--- config.mk ---
export PLATFORM = sky130hd
export DESIGN_NAME = sgmii_reg_responder_flat
export DESIGN_NICKNAME = d
export VERILOG_FILES = /design/src/rtl/sgmii_reg_responder_pkg.sv /design/src/rtl/sgmii_reg_if.sv /design/src/rtl/sgmii_reg_file.sv /design/src/rtl/sgmii_reg_responder.sv /design/src/flat_wrapper.sv
export SDC_FILE = /design/constraint.sdc
export NUM_CORES = 1
export LEC_CHECK = 0
export CAP_MARGIN = 5
export CORE_MARGIN = 1
export CORE_UTILIZATION = 45
export DETAILED_ROUTE_END_ITERATION = 8
export PLACE_DENSITY = 0.74
export SETUP_SLACK_MARGIN = 0.15
export SLEW_MARGIN = 20
export SYNTH_ARGS = -nofsm -noshare
export SYNTH_HDL_FRONTEND = slang
export SYNTH_SLANG_ARGS = --single-unit
--- constraint.sdc ---
create_clock -name clk -period 6.3 [get_ports clk]
set_clock_uncertainty 0.2 [all_clocks]
set_input_delay 0.945 -clock clk [delete_from_list [all_inputs] [get_ports clk]]
set_output_delay 0.945 -clock clk [all_outputs]
set_load 0.05 [all_outputs]
--- src/rtl/sgmii_reg_responder_pkg.sv ---
// Shared definitions for the SGMII PCS management register responder.
// Register map addresses, reset values, status layout and FSM states.
package sgmii_reg_responder_pkg;

   localparam logic [4:0] ADDR_CTRL    = 5'h00;
   localparam logic [4:0] ADDR_STAT    = 5'h01;
   localparam logic [4:0] ADDR_SCRATCH = 5'h10;
   localparam logic [4:0] ADDR_LT_LO   = 5'h12;
   localparam logic [4:0] ADDR_LT_HI   = 5'h13;
   localparam logic [4:0] ADDR_IF_MODE = 5'h14;

   localparam logic [15:0] CTRL_RST = 16'h1140;

   localparam int CTRL_SW_RESET   = 15;
   localparam int CTRL_AN_EN      = 12;
   localparam int CTRL_AN_RESTART = 9;

   localparam int STAT_AN_DONE = 5;
   localparam int STAT_ONE     = 3;
   localparam int STAT_LINK    = 2;

   typedef enum logic [1:0] {
      ST_INIT,
      ST_IDLE,
      ST_ACCESS,
      ST_DONE
   } state_t;

   // Status word assembled from live PCS inputs.
   function automatic logic [15:0] status_word(input logic link,
                                               input logic an);
      logic [15:0] s;
      s = '0;
      s[STAT_AN_DONE] = an;
      s[STAT_ONE]     = 1'b1;
      s[STAT_LINK]    = link;
      return s;
   endfunction

endpackage

--- src/rtl/sgmii_reg_if.sv ---
// Management register bus between config master and PCS responder.
// Requests are levels held by the master; busy is driven by the responder.
interface sgmii_reg_if;

   logic [4:0]  reg_addr;
   logic        reg_wr;
   logic        reg_rd;
   logic [15:0] reg_data_in;
   logic [15:0] reg_data_out;
   logic        reg_busy;

   modport master (
      output reg_addr,
      output reg_wr,
      output reg_rd,
      output reg_data_in,
      input  reg_data_out,
      input  reg_busy
   );

   modport slave (
      input  reg_addr,
      input  reg_wr,
      input  reg_rd,
      input  reg_data_in,
      output reg_data_out,
      output reg_busy
   );

endinterface

--- src/rtl/sgmii_reg_file.sv ---
// PCS register map: storage, read mux, soft-reset timer, AN restart pulse.
// Writes and read captures happen only on the commit strobe from the FSM.
module sgmii_reg_file
   import sgmii_reg_responder_pkg::*;
#(
   parameter int RESET_CYCLES = 8
) (
   input  logic        clk,
   input  logic        reset,
   input  logic        commit,
   input  logic        op_wr,
   input  logic [4:0]  addr,
   input  logic [15:0] wdata,
   input  logic        link_up,
   input  logic        an_done,
   output logic [15:0] rdata,
   output logic [20:0] link_timer,
   output logic [5:0]  if_mode,
   output logic        an_enable,
   output logic        an_restart,
   output logic        sw_reset
);

   localparam logic [7:0] RST_LAST = 8'(RESET_CYCLES - 1);

   logic [15:0] control;
   logic [15:0] scratch;
   logic [15:1] lt_lo;
   logic [4:0]  lt_hi;
   logic [5:0]  ifm;
   logic [7:0]  rst_cnt;
   logic [15:0] rd_mux;

   // Read view of the map; unused bits and unmapped addresses read zero.
   always_comb begin
      rd_mux = '0;
      unique case (addr)
         ADDR_CTRL:    rd_mux = control;
         ADDR_STAT:    rd_mux = status_word(link_up, an_done);
         ADDR_SCRATCH: rd_mux = scratch;
         ADDR_LT_LO:   rd_mux = {lt_lo, 1'b0};
         ADDR_LT_HI:   rd_mux = {11'b0, lt_hi};
         ADDR_IF_MODE: rd_mux = {10'b0, ifm};
         default:      rd_mux = '0;
      endcase
   end

   // Register updates; a control write overrides the soft-reset expiry.
   always_ff @(posedge clk) begin
      if (!reset) begin
         control    <= CTRL_RST;
         scratch    <= '0;
         lt_lo      <= '0;
         lt_hi      <= '0;
         ifm        <= '0;
         rst_cnt    <= '0;
         rdata      <= '0;
         an_restart <= 1'b0;
      end else begin
         an_restart <= 1'b0;
         if (control[CTRL_SW_RESET]) begin
            if (rst_cnt == RST_LAST) begin
               control[CTRL_SW_RESET] <= 1'b0;
            end else begin
               rst_cnt <= rst_cnt + 8'd1;
            end
         end
         if (commit && op_wr) begin
            unique case (addr)
               ADDR_CTRL: begin
                  control    <= {wdata[15:10], 1'b0, wdata[8:0]};
                  rst_cnt    <= '0;
                  an_restart <= wdata[CTRL_AN_RESTART];
               end
               ADDR_SCRATCH: scratch <= wdata;
               ADDR_LT_LO:   lt_lo   <= wdata[15:1];
               ADDR_LT_HI:   lt_hi   <= wdata[4:0];
               ADDR_IF_MODE: ifm     <= wdata[5:0];
               default: ;
            endcase
         end else if (commit) begin
            rdata <= rd_mux;
         end
      end
   end

   assign link_timer = {lt_hi, lt_lo, 1'b0};
   assign if_mode    = ifm;
   assign an_enable  = control[CTRL_AN_EN];
   assign sw_reset   = control[CTRL_SW_RESET];

endmodule

--- src/rtl/sgmii_reg_responder.sv ---
// Responder end of the SGMII PCS management bus: handshake FSM.
// Busy high means ready/processing, busy low for one cycle means done.
module sgmii_reg_responder
   import sgmii_reg_responder_pkg::*;
#(
   parameter int INIT_CYCLES  = 16,
   parameter int ACCESS_LAT   = 2,
   parameter int RESET_CYCLES = 8
) (
   input  logic        clk,
   input  logic        reset,
   sgmii_reg_if.slave  bus,
   input  logic        link_up,
   input  logic        an_done,
   output logic [20:0] link_timer,
   output logic [5:0]  if_mode,
   output logic        an_enable,
   output logic        an_restart,
   output logic        sw_reset
);

   localparam logic [7:0] INIT_LAST = 8'(INIT_CYCLES - 1);
   localparam logic [7:0] ACC_LAST  = 8'(ACCESS_LAT - 1);

   state_t      state;
   logic [7:0]  cnt;
   logic        busy;
   logic [4:0]  op_addr;
   logic [15:0] op_data;
   logic        op_wr;
   logic        commit;
   logic [15:0] rdata;

   // Handshake FSM; requests are sampled only in IDLE, write wins over read.
   always_ff @(posedge clk) begin
      if (!reset) begin
         state   <= ST_INIT;
         cnt     <= '0;
         busy    <= 1'b0;
         op_addr <= '0;
         op_data <= '0;
         op_wr   <= 1'b0;
      end else begin
         unique case (state)
            ST_INIT: begin
               if (cnt == INIT_LAST) begin
                  state <= ST_IDLE;
                  cnt   <= '0;
                  busy  <= 1'b1;
               end else begin
                  cnt <= cnt + 8'd1;
               end
            end
            ST_IDLE: begin
               if (bus.reg_wr || bus.reg_rd) begin
                  op_addr <= bus.reg_addr;
                  op_data <= bus.reg_data_in;
                  op_wr   <= bus.reg_wr;
                  cnt     <= '0;
                  state   <= ST_ACCESS;
               end
            end
            ST_ACCESS: begin
               if (cnt == ACC_LAST) begin
                  state <= ST_DONE;
                  cnt   <= '0;
                  busy  <= 1'b0;
               end else begin
                  cnt <= cnt + 8'd1;
               end
            end
            ST_DONE: begin
               state <= ST_IDLE;
               busy  <= 1'b1;
            end
            default: begin
               state <= ST_INIT;
               busy  <= 1'b0;
            end
         endcase
      end
   end

   assign commit = (state == ST_ACCESS) && (cnt == ACC_LAST);

   sgmii_reg_file #(
      .RESET_CYCLES(RESET_CYCLES)
   ) u_reg_file (
      .clk        (clk),
      .reset      (reset),
      .commit     (commit),
      .op_wr      (op_wr),
      .addr       (op_addr),
      .wdata      (op_data),
      .link_up    (link_up),
      .an_done    (an_done),
      .rdata      (rdata),
      .link_timer (link_timer),
      .if_mode    (if_mode),
      .an_enable  (an_enable),
      .an_restart (an_restart),
      .sw_reset   (sw_reset)
   );

   assign bus.reg_busy     = busy;
   assign bus.reg_data_out = rdata;

endmodule

--- src/flat_wrapper.sv ---
// flat-port wrapper written by rule: the top's interface ports become plain ports
module sgmii_reg_responder_flat import sgmii_reg_responder_pkg::*;
#(
   parameter int INIT_CYCLES  = 16,
   parameter int ACCESS_LAT   = 2,
   parameter int RESET_CYCLES = 8
)
  (clk, reset, link_up, an_done, link_timer, if_mode, an_enable, an_restart, sw_reset, bus_reg_addr, bus_reg_wr, bus_reg_rd, bus_reg_data_in, bus_reg_data_out, bus_reg_busy);
  sgmii_reg_if bus_i ();
  input  logic clk;
  input  logic reset;
  input  logic link_up;
  input  logic an_done;
  output logic [20:0] link_timer;
  output logic [5:0] if_mode;
  output logic an_enable;
  output logic an_restart;
  output logic sw_reset;
  input wire logic [$bits(bus_i.reg_addr)-1:0] bus_reg_addr;
  input wire logic [$bits(bus_i.reg_wr)-1:0] bus_reg_wr;
  input wire logic [$bits(bus_i.reg_rd)-1:0] bus_reg_rd;
  input wire logic [$bits(bus_i.reg_data_in)-1:0] bus_reg_data_in;
  output wire logic [$bits(bus_i.reg_data_out)-1:0] bus_reg_data_out;
  output wire logic [$bits(bus_i.reg_busy)-1:0] bus_reg_busy;
  assign bus_i.reg_addr = bus_reg_addr;
  assign bus_i.reg_wr = bus_reg_wr;
  assign bus_i.reg_rd = bus_reg_rd;
  assign bus_i.reg_data_in = bus_reg_data_in;
  assign bus_reg_data_out = bus_i.reg_data_out;
  assign bus_reg_busy = bus_i.reg_busy;
  sgmii_reg_responder #(.INIT_CYCLES(INIT_CYCLES), .ACCESS_LAT(ACCESS_LAT), .RESET_CYCLES(RESET_CYCLES)) u_core (.clk(clk), .reset(reset), .bus(bus_i), .link_up(link_up), .an_done(an_done), .link_timer(link_timer), .if_mode(if_mode), .an_enable(an_enable), .an_restart(an_restart), .sw_reset(sw_reset));
endmodule
-- Word level (Yosys, flattened, before mapping)
Index checks and enable logic that the tools add are counted.
W data, S select, Z words.
- bitwise logic cells: 1
- $add $sub $neg: 2
- reduce and logical (&&, ||, !) cells: 18
- eq/ne operators: 14
- mux-type cells: 20
- operators by type and width (operator ; count):
    $pmux W16 S6 ; 1
    $mux W8 ; 7
    $mux W16 ; 2
    $pmux W8 S3 ; 1
    $eq A5 B5 Y1 const B ; 4
    $add A8 B1 Y8 const B ; 2
    $reduce_and A2 Y1 ; 8
    $reduce_and A3 Y1 ; 3
    $eq A8 B1 Y1 const B ; 1
    $eq A8 B3 Y1 const B ; 1
    $eq A8 B4 Y1 const B ; 1
    $pmux W2 S4 ; 1
    $mux W2 ; 3
    $ne A2 B1 Y1 const B ; 3
    $reduce_bool A3 Y1 ; 2
    $eq A5 B1 Y1 const B ; 1
    $logic_not A5 Y1 ; 1
    $eq A2 B2 Y1 const B ; 2
    $mux W1 ; 4
    $pmux W1 S3 ; 1
    $eq A2 B1 Y1 const B ; 1
    $logic_and A1 B1 Y1 ; 2
    $logic_not A2 Y1 ; 1
    $logic_or A1 B1 Y1 ; 1
    $not A1 Y1 ; 1
- input port bits: 27
- register bits after elaboration: 115
- output and inout bits: 47

-- Depth between registers and ports, before layout
Gate-level depths: netlist (run 1).
- word-level depth: 5
- gate-level depth with buffers: 10
- gate-level depth less buffers: 7

-- Modules after synthesis
A second synthesis (run 1) with hierarchy kept.
- cell total of the unflattened synthesis: 544
- area, all modules: 5181.2 um2
- by module, submodules not included (module ; cells an instance ; area an instance (um2) ; times used ; seq. area each (um2)):
    sgmii_reg_file ; 376 ; 3732.3 ; 1 ; 1641.6
    sgmii_reg_responder ; 168 ; 1448.9 ; 1 ; 660.6

-- Worst setup path before layout (run 1)
OpenSTA, ideal clock, no wires.
- kind: reg2reg
- from: reg u_core.state[0]
- to: reg u_core.u_reg_file.rdata[5]
- data arrival time: 1.903 ns
- required time: 6.033 ns
- path slack: 4.130 ns
- path buffers: 1
- cell stages (with the launch flop): 9
- path through: dfxtp_1 -> inv_1 -> ha_1 -> and4bb_2 -> nand3b_4 -> or4_4 -> buf_6 -> a21o_1 -> a21oi_2
- longest elaborated chain between the ends: 5
- ends and longest elaborated chain (element ; RTL line ; text):
    start, declared ; sgmii_reg_responder.sv:25 ; state_t state;
    start signal, assigned ; sgmii_reg_responder.sv:37 ; state <= ST_INIT;
    start signal, assigned ; sgmii_reg_responder.sv:47 ; state <= ST_IDLE;
    start signal, assigned ; sgmii_reg_responder.sv:60 ; state <= ST_ACCESS;
    $eq A2 B2 Y1 * ; sgmii_reg_responder.sv:84 ; assign commit = (state == ST_ACCESS) && (cnt == ACC_LAST);
    $logic_and A1 B1 Y1 * ; sgmii_reg_responder.sv:84 ;
    $logic_and A1 B1 Y1 ; sgmii_reg_file.sv:68 ; if (commit && op_wr) begin
    $not A1 Y1 (no source line) ; - ;
    $reduce_and A2 Y1 (no source line) * ; - ;
    end signal, assigned ; sgmii_reg_file.sv:82 ; rdata <= rd_mux;
    end, declared ; sgmii_reg_file.sv:16 ; output logic [15:0] rdata,
Mark *: on every way between the ends. The rest lies on a longest branch, timed or not.
A chain may end at the register's enable or synchronous reset.

-- Worst setup path after layout (run 1)
- from: reg u_core.u_reg_file.control[15]
- to: out sw_reset
- RTL lines (element ; RTL line ; text):
    start, declared ; sgmii_reg_file.sv:26 ; logic [15:0] control;
    start signal, assigned ; sgmii_reg_file.sv:71 ; control <= {wdata[15:10], 1'b0, wdata[8:0]};
    end, declared ; flat_wrapper.sv:18 ; output logic sw_reset;
No word-level cell between the ends.

==> results.cfg, run 1 <==
[status]
status = finished with violations
violations = design-rule violations

[placed_design]
gp_routability_congestion = 0.917
dp_hpwl_um = 8500
numPortBuffers = 72
placed_cell_area_sq_um = 5770

[yosys]
synth_edf_count = 0
synthTopCellsByCount = nand2_1, dfxtp_1, a21oi_1, a21boi_0, clkbuf_1
async_flop_share_pct = 0
syn_area_per_cell_sq_um = 8.32
synth_seq_cells = 115
seq_area_frac_synth_pct = 46.1
synthCells = 600
ys.flop_type = dfxtp_1
ys_warn_count = 0
yosysMostFrequentCell = nand2_1
synth.largest_area_cell = dfxtp_1
synth_area_sq_um = 4990
ys_types = 54
synth_top_area_share_pct = 46.1
syn_nets = 635
synth_area_leaders = dfxtp_1, nand2_1, a21boi_0

[clock_tree]
cts_buffer_depth = 2
clk_pin_slew_ps = 60
cts_hold_buf = 0
cts_setup_buffers = 0
cts_made_buffers = 17
htreeDepth = 4
post_cts_resize_count = 0
clkLatencyLatePin_ps = 520
root_buffer = clkbuf_8
cts_tree = yes
cts.sinks = 115

[detailed_routing]
wl_per_cell_um = 15.6
dr.pass1.iters = 7
routed_wl_um = 12600
vias = 4456
viasPerCell = 5.51
first_iter_violations = 293
antenna_left = 0
drcViolationCount = 2

[pwr]
peakVddDrop_mv = 0.123
p_total_w = 0.00179
power_density_nw_per_um2 = 280
leakagePower_nw = 2.17

[grt]
grt_max_degree = 74
grt_overflow = 0
grt_first_pass_wirelength_um = 20200
grt_pass1_vias = 4098
grt_use_total_pct = 22.8
grt_antenna_before_repair = 0

[floorplan]
io_pins = 74
rows = 38
die_area_sq_um = 11500
dieWidth_um = 107
core_area_sq_um = 10800
die_y_um = 107
initial_core_util_pct = 46.1

[layout]
nNetsFinal = 693
syn_to_final_growth_pct = 27.8
final_util_pct = 58.9
diodes = 0
design_area_sq_um = 6380
drive_above_1_share_pct = 6.73

[setup_path]
worstPathBufferInverterCount = 1
rrSetupSlack_ps = 3310
worstPathMaxFanout = 8
worstSetupStartpointType = flop
cpLargestDelayFamily = buffers and inverters
crit_arrival_ps = 1880
worstPathCellList = clkdlybuf4s50_1
cpPeakStageDelay_ps = 870
reg2reg_depth = 5
crit_path_end_kind = output port
required_ps = 5150
cp.depth = 1
critPathKind = flop to output port
crit_slowest_cell = clkdlybuf4s50_1

[timing]
relSlewSlack_pct = 30.6
rsz0062_at_grt = false
timing.final.crit_share_pct = 48.0
tns_ps = 0
fmax_mhz = 330
worst_slew_pin_slew_ps = 1040
min_period_ps = 3030
finalHoldViolCount = 0
setup_violations = 0
final-max-slew-violation-count = 0

[flow_run]
maxCapViolations = 0

[worst_hold_path]
hold_depth = 2
hold_class = flop to flop
registers in the layout, indices dropped and copies added (netlist names):
signal	flops
u_core.op_data	16
u_core.u_reg_file.rdata	16
u_core.u_reg_file.scratch	16
u_core.u_reg_file.control	15
u_core.u_reg_file.lt_lo	15
u_core.cnt	8
u_core.u_reg_file.rst_cnt	8
u_core.u_reg_file.if_mode	6
u_core.op_addr	5
u_core.u_reg_file.lt_hi	5
u_core.state	2
u_core.bus.reg_busy	1
u_core.op_wr	1
u_core.u_reg_file.an_restart	1
routing by layer:
| layer | routed length [um] | GRT usage (%) | share of wire [%] |
|---|---|---|---|
| met1 | 5590 | 29.0 | 44 |
| met2 | 6070 | 37.1 | 48 |
| met3 | 762 | 4.60 | 6.1 |
| met4 | 164 | 10.1 | 1.3 |
| met5 | 0 | 0 | 0 |
final cells by class:
| class | count | area, sq um |
|---|---|---|
| fill | 952 | 4460 |
| tap | 140 | 175 |
| inverter | 8 | 30.0 |
| sequential | 115 | 2300 |
| timing repair buffer | 78 | 761 |
| clock inverter | 10 | 183 |
| clock buffer | 20 | 435 |
| multi-input combinational | 438 | 2500 |
kinds of logic (layout without fill, tap and decap cells):
family / after synthesis / after routing / synth area share (%)
xor gates and xnor gates: 5 / 5 / 0.877
other: 1 / 1 / 0.0751
and+or+nand+nor: 271 / 271 / 25.3
muxes: 17 / 17 / 3.46
buffers and inverters: 47 / 116 / 4.01
AOI/OAI and AO/OA: 136 / 136 / 18.2
DFF: 115 / 115 / 46.1
adders and majority gates: 8 / 8 / 2.00
cell usage in the layout (no fill, tap or decap), types with 7 or more instances in the layout:
cell type / netlist / routed
a222oi_1: 9 / 9
o21ai_0: 21 / 20
nand2_1: 166 / 166
mux2i_1: 15 / 15
a21boi_0: 37 / 37
inv_1: 7 / 7
a21oi_1: 39 / 39
nor2b_1: 11 / 11
dfxtp_1: 115 / 115
ha_1: 8 / 8
nor2_1: 26 / 26
clkbuf_16: 0 / 16
clkdlybuf4s50_1: 0 / 71
nand3_1: 8 / 8
and2_1: 15 / 15
path summary, 6_finish.rpt:
check | end | start
max | sw_reset | u_core.u_reg_file.control[15]
min | u_core.u_reg_file.rdata[3] | u_core.u_reg_file.rdata[3]
max reg2reg | u_core.u_reg_file.scratch[9] | u_core.op_addr[1]
min reg2reg | u_core.u_reg_file.rdata[3] | u_core.u_reg_file.rdata[3]
report_power, final:
part | internal (W) | switching, W | total (W)
sequential | 0.000730 | 0.00000217 | 0.000732
clock | 0.000686 | 0.000330 | 0.00102
combinational | 0.0000221 | 0.0000191 | 0.0000412
total | 0.00144 | 0.000351 | 0.00179
stage by stage:
step / setup slack, ps / instances / hold slack (ps)
3_3_place_gp: 3370 / 779 / 242
2_1_floorplan: 4130 / 600 / 232
5_1_grt: 3120 / 809 / 273
4_1_cts: 3270 / 809 / 254
3_5_place_dp: 3330 / 779 / 246
6_report: 3270 / 809 / 251
(Power assumes the default switching activity.)
==> run 2: changes to the inputs <==
clock period = 2.9 ns   (was 6.3 ns; I/O delays follow)
==> results.cfg, run 2 (synthesized netlist as in run 1, its figures left out) <==
[clock_tree]
cts.sinks = 115
root_buffer = clkbuf_8
cts_buffer_depth = 2
cts_setup_buffers = 0
post_cts_resize_count = 0
htreeDepth = 4
clkLatencyLatePin_ps = 510
clk_pin_slew_ps = 60
cts_tree = yes
cts_hold_buf = 0
cts_made_buffers = 17

[setup_path]
crit_slowest_cell = clkdlybuf4s50_1
crit_path_end_kind = output port
cpPeakStageDelay_ps = 870
critPathKind = flop to output port
crit_arrival_ps = 1840
worstPathMaxFanout = 8
worstSetupStartpointType = flop
required_ps = 2270
worstPathBufferInverterCount = 1
cpLargestDelayFamily = buffers and inverters
worstPathCellList = clkdlybuf4s50_1

[grt]
grt_antenna_before_repair = 0
grt_max_degree = 32
grt_overflow = 0
grt_first_pass_wirelength_um = 20900
grt_use_total_pct = 23.3
grt_pass1_vias = 4199

[placed_design]
dp_hpwl_um = 9020
placed_cell_area_sq_um = 5870
gp_routability_congestion = 0.883
numPortBuffers = 72

[layout]
layout_commonest_cell = nand2_1
reg_top3 = u_core.op_data x16, u_core.u_reg_file.rdata x16, u_core.u_reg_file.scratch x16
final_cell_mix = nand2_1, dfxtp_1, clkdlybuf4s50_1, a21oi_1, a21boi_0
nNetsFinal = 707
final_util_pct = 59.6
design_area_sq_um = 6460
drive_above_1_share_pct = 8.91
regArea_sq_um = 2300
n_fill_cell = 956
multi_input_area_sq_um = 2500
diodes = 0
syn_to_final_growth_pct = 29.4

[detailed_routing]
top_layer_used = met4
dr.pass1.iters = 7
antenna_left = 0
drcViolationCount = 0
drt-met1-wl_um = 5680
routed_wl_um = 12900
vias = 4591
met2_length_um = 6210
viasPerCell = 5.56
first_iter_violations = 410
wl_per_cell_um = 15.7
dr_wl_met3_um = 829

[timing]
worst_slew_pin_slew_ps = 629
finalHoldViolCount = 0
whs_ps = 106
relSlewSlack_pct = 58.0
tns_ps = 0
timing.final.crit_share_pct = 85.4
min_period_ps = 2480
setup_violations = 0
rsz0062_at_grt = false
fmax_mhz = 404
final-max-slew-violation-count = 0

[pwr]
p_clk_share_pct = 55.1
peakVddDrop_mv = 0.313
p_sw_share_pct = 20.8
power_density_nw_per_um2 = 580
p_int_w = 0.00297
power_frac_comb_pct = 2.5
leakagePower_nw = 2.22
p_total_w = 0.00375
pwr-share-seq_pct = 42.4
switchingPower_w = 0.000779

[worst_hold_path]
hold_class = input port to flop

[status]
status = completed

[flow_run]
maxCapViolations = 0

[floorplan]
core_area_sq_um = 10800
die_area_sq_um = 11500
initial_core_util_pct = 46.1
die_y_um = 107
io_pins = 74
rows = 38
dieWidth_um = 107
-- run 2: path summary, 6_finish.rpt --
kind / from / endpoint / slack (ps) / depth (start not counted)
max: u_core.u_reg_file.control[15] / sw_reset / 420 / 1
min: reset / u_core.u_reg_file.control[12] / 110 / 2
max reg2reg: u_core.state[0] / u_core.u_reg_file.scratch[1] / 480 / 8
min reg2reg: u_core.u_reg_file.rdata[3] / u_core.u_reg_file.rdata[3] / 250 / 2
-- run 2: per-stage QoR --
stage / cells / setup WS, ps
2_1_floorplan: 600 / 730
3_3_place_gp: 793 / 566
3_5_place_dp: 793 / 521
4_1_cts: 825 / 403
5_1_grt: 825 / 265
6_report: 825 / 423
-- run 2: metal layers --
metal	vias to the layer above	GRT usage (%)
li1	2211	-
met1	2160	29.7
met2	195	38.9
met3	25	4.54
met4	0	8.90
met5	-	0
-- run 2: power by group through the flow --
stage	Clock, W	Sequential (W)	Combinational [W]
after floorplan	0	0.00162	0.0000439
after global placement	0	0.00162	0.0000923
after detailed placement	0	0.00162	0.0000930
after CTS	0.00208	0.00159	0.0000935
after global routing	0.00216	0.00159	0.0000997
final	0.00206	0.00159	0.0000931
-- run 2: final cells by class --
type / instances / area share (%)
Multi-Input combinational cell: 438 / 38.7
Sequential cell: 115 / 35.6
Timing Repair Buffer: 92 / 13.4
Clock buffer: 20 / 6.74
Tap cell: 140 / 2.71
Clock inverter: 12 / 2.40
Inverter: 8 / 0.465
==> run 3: changes to the inputs <==
TNS_END_PERCENT = 5   (was not set)
==> results of run 3 <==
Final layout, timing and power as in run 2 (identical DEF).
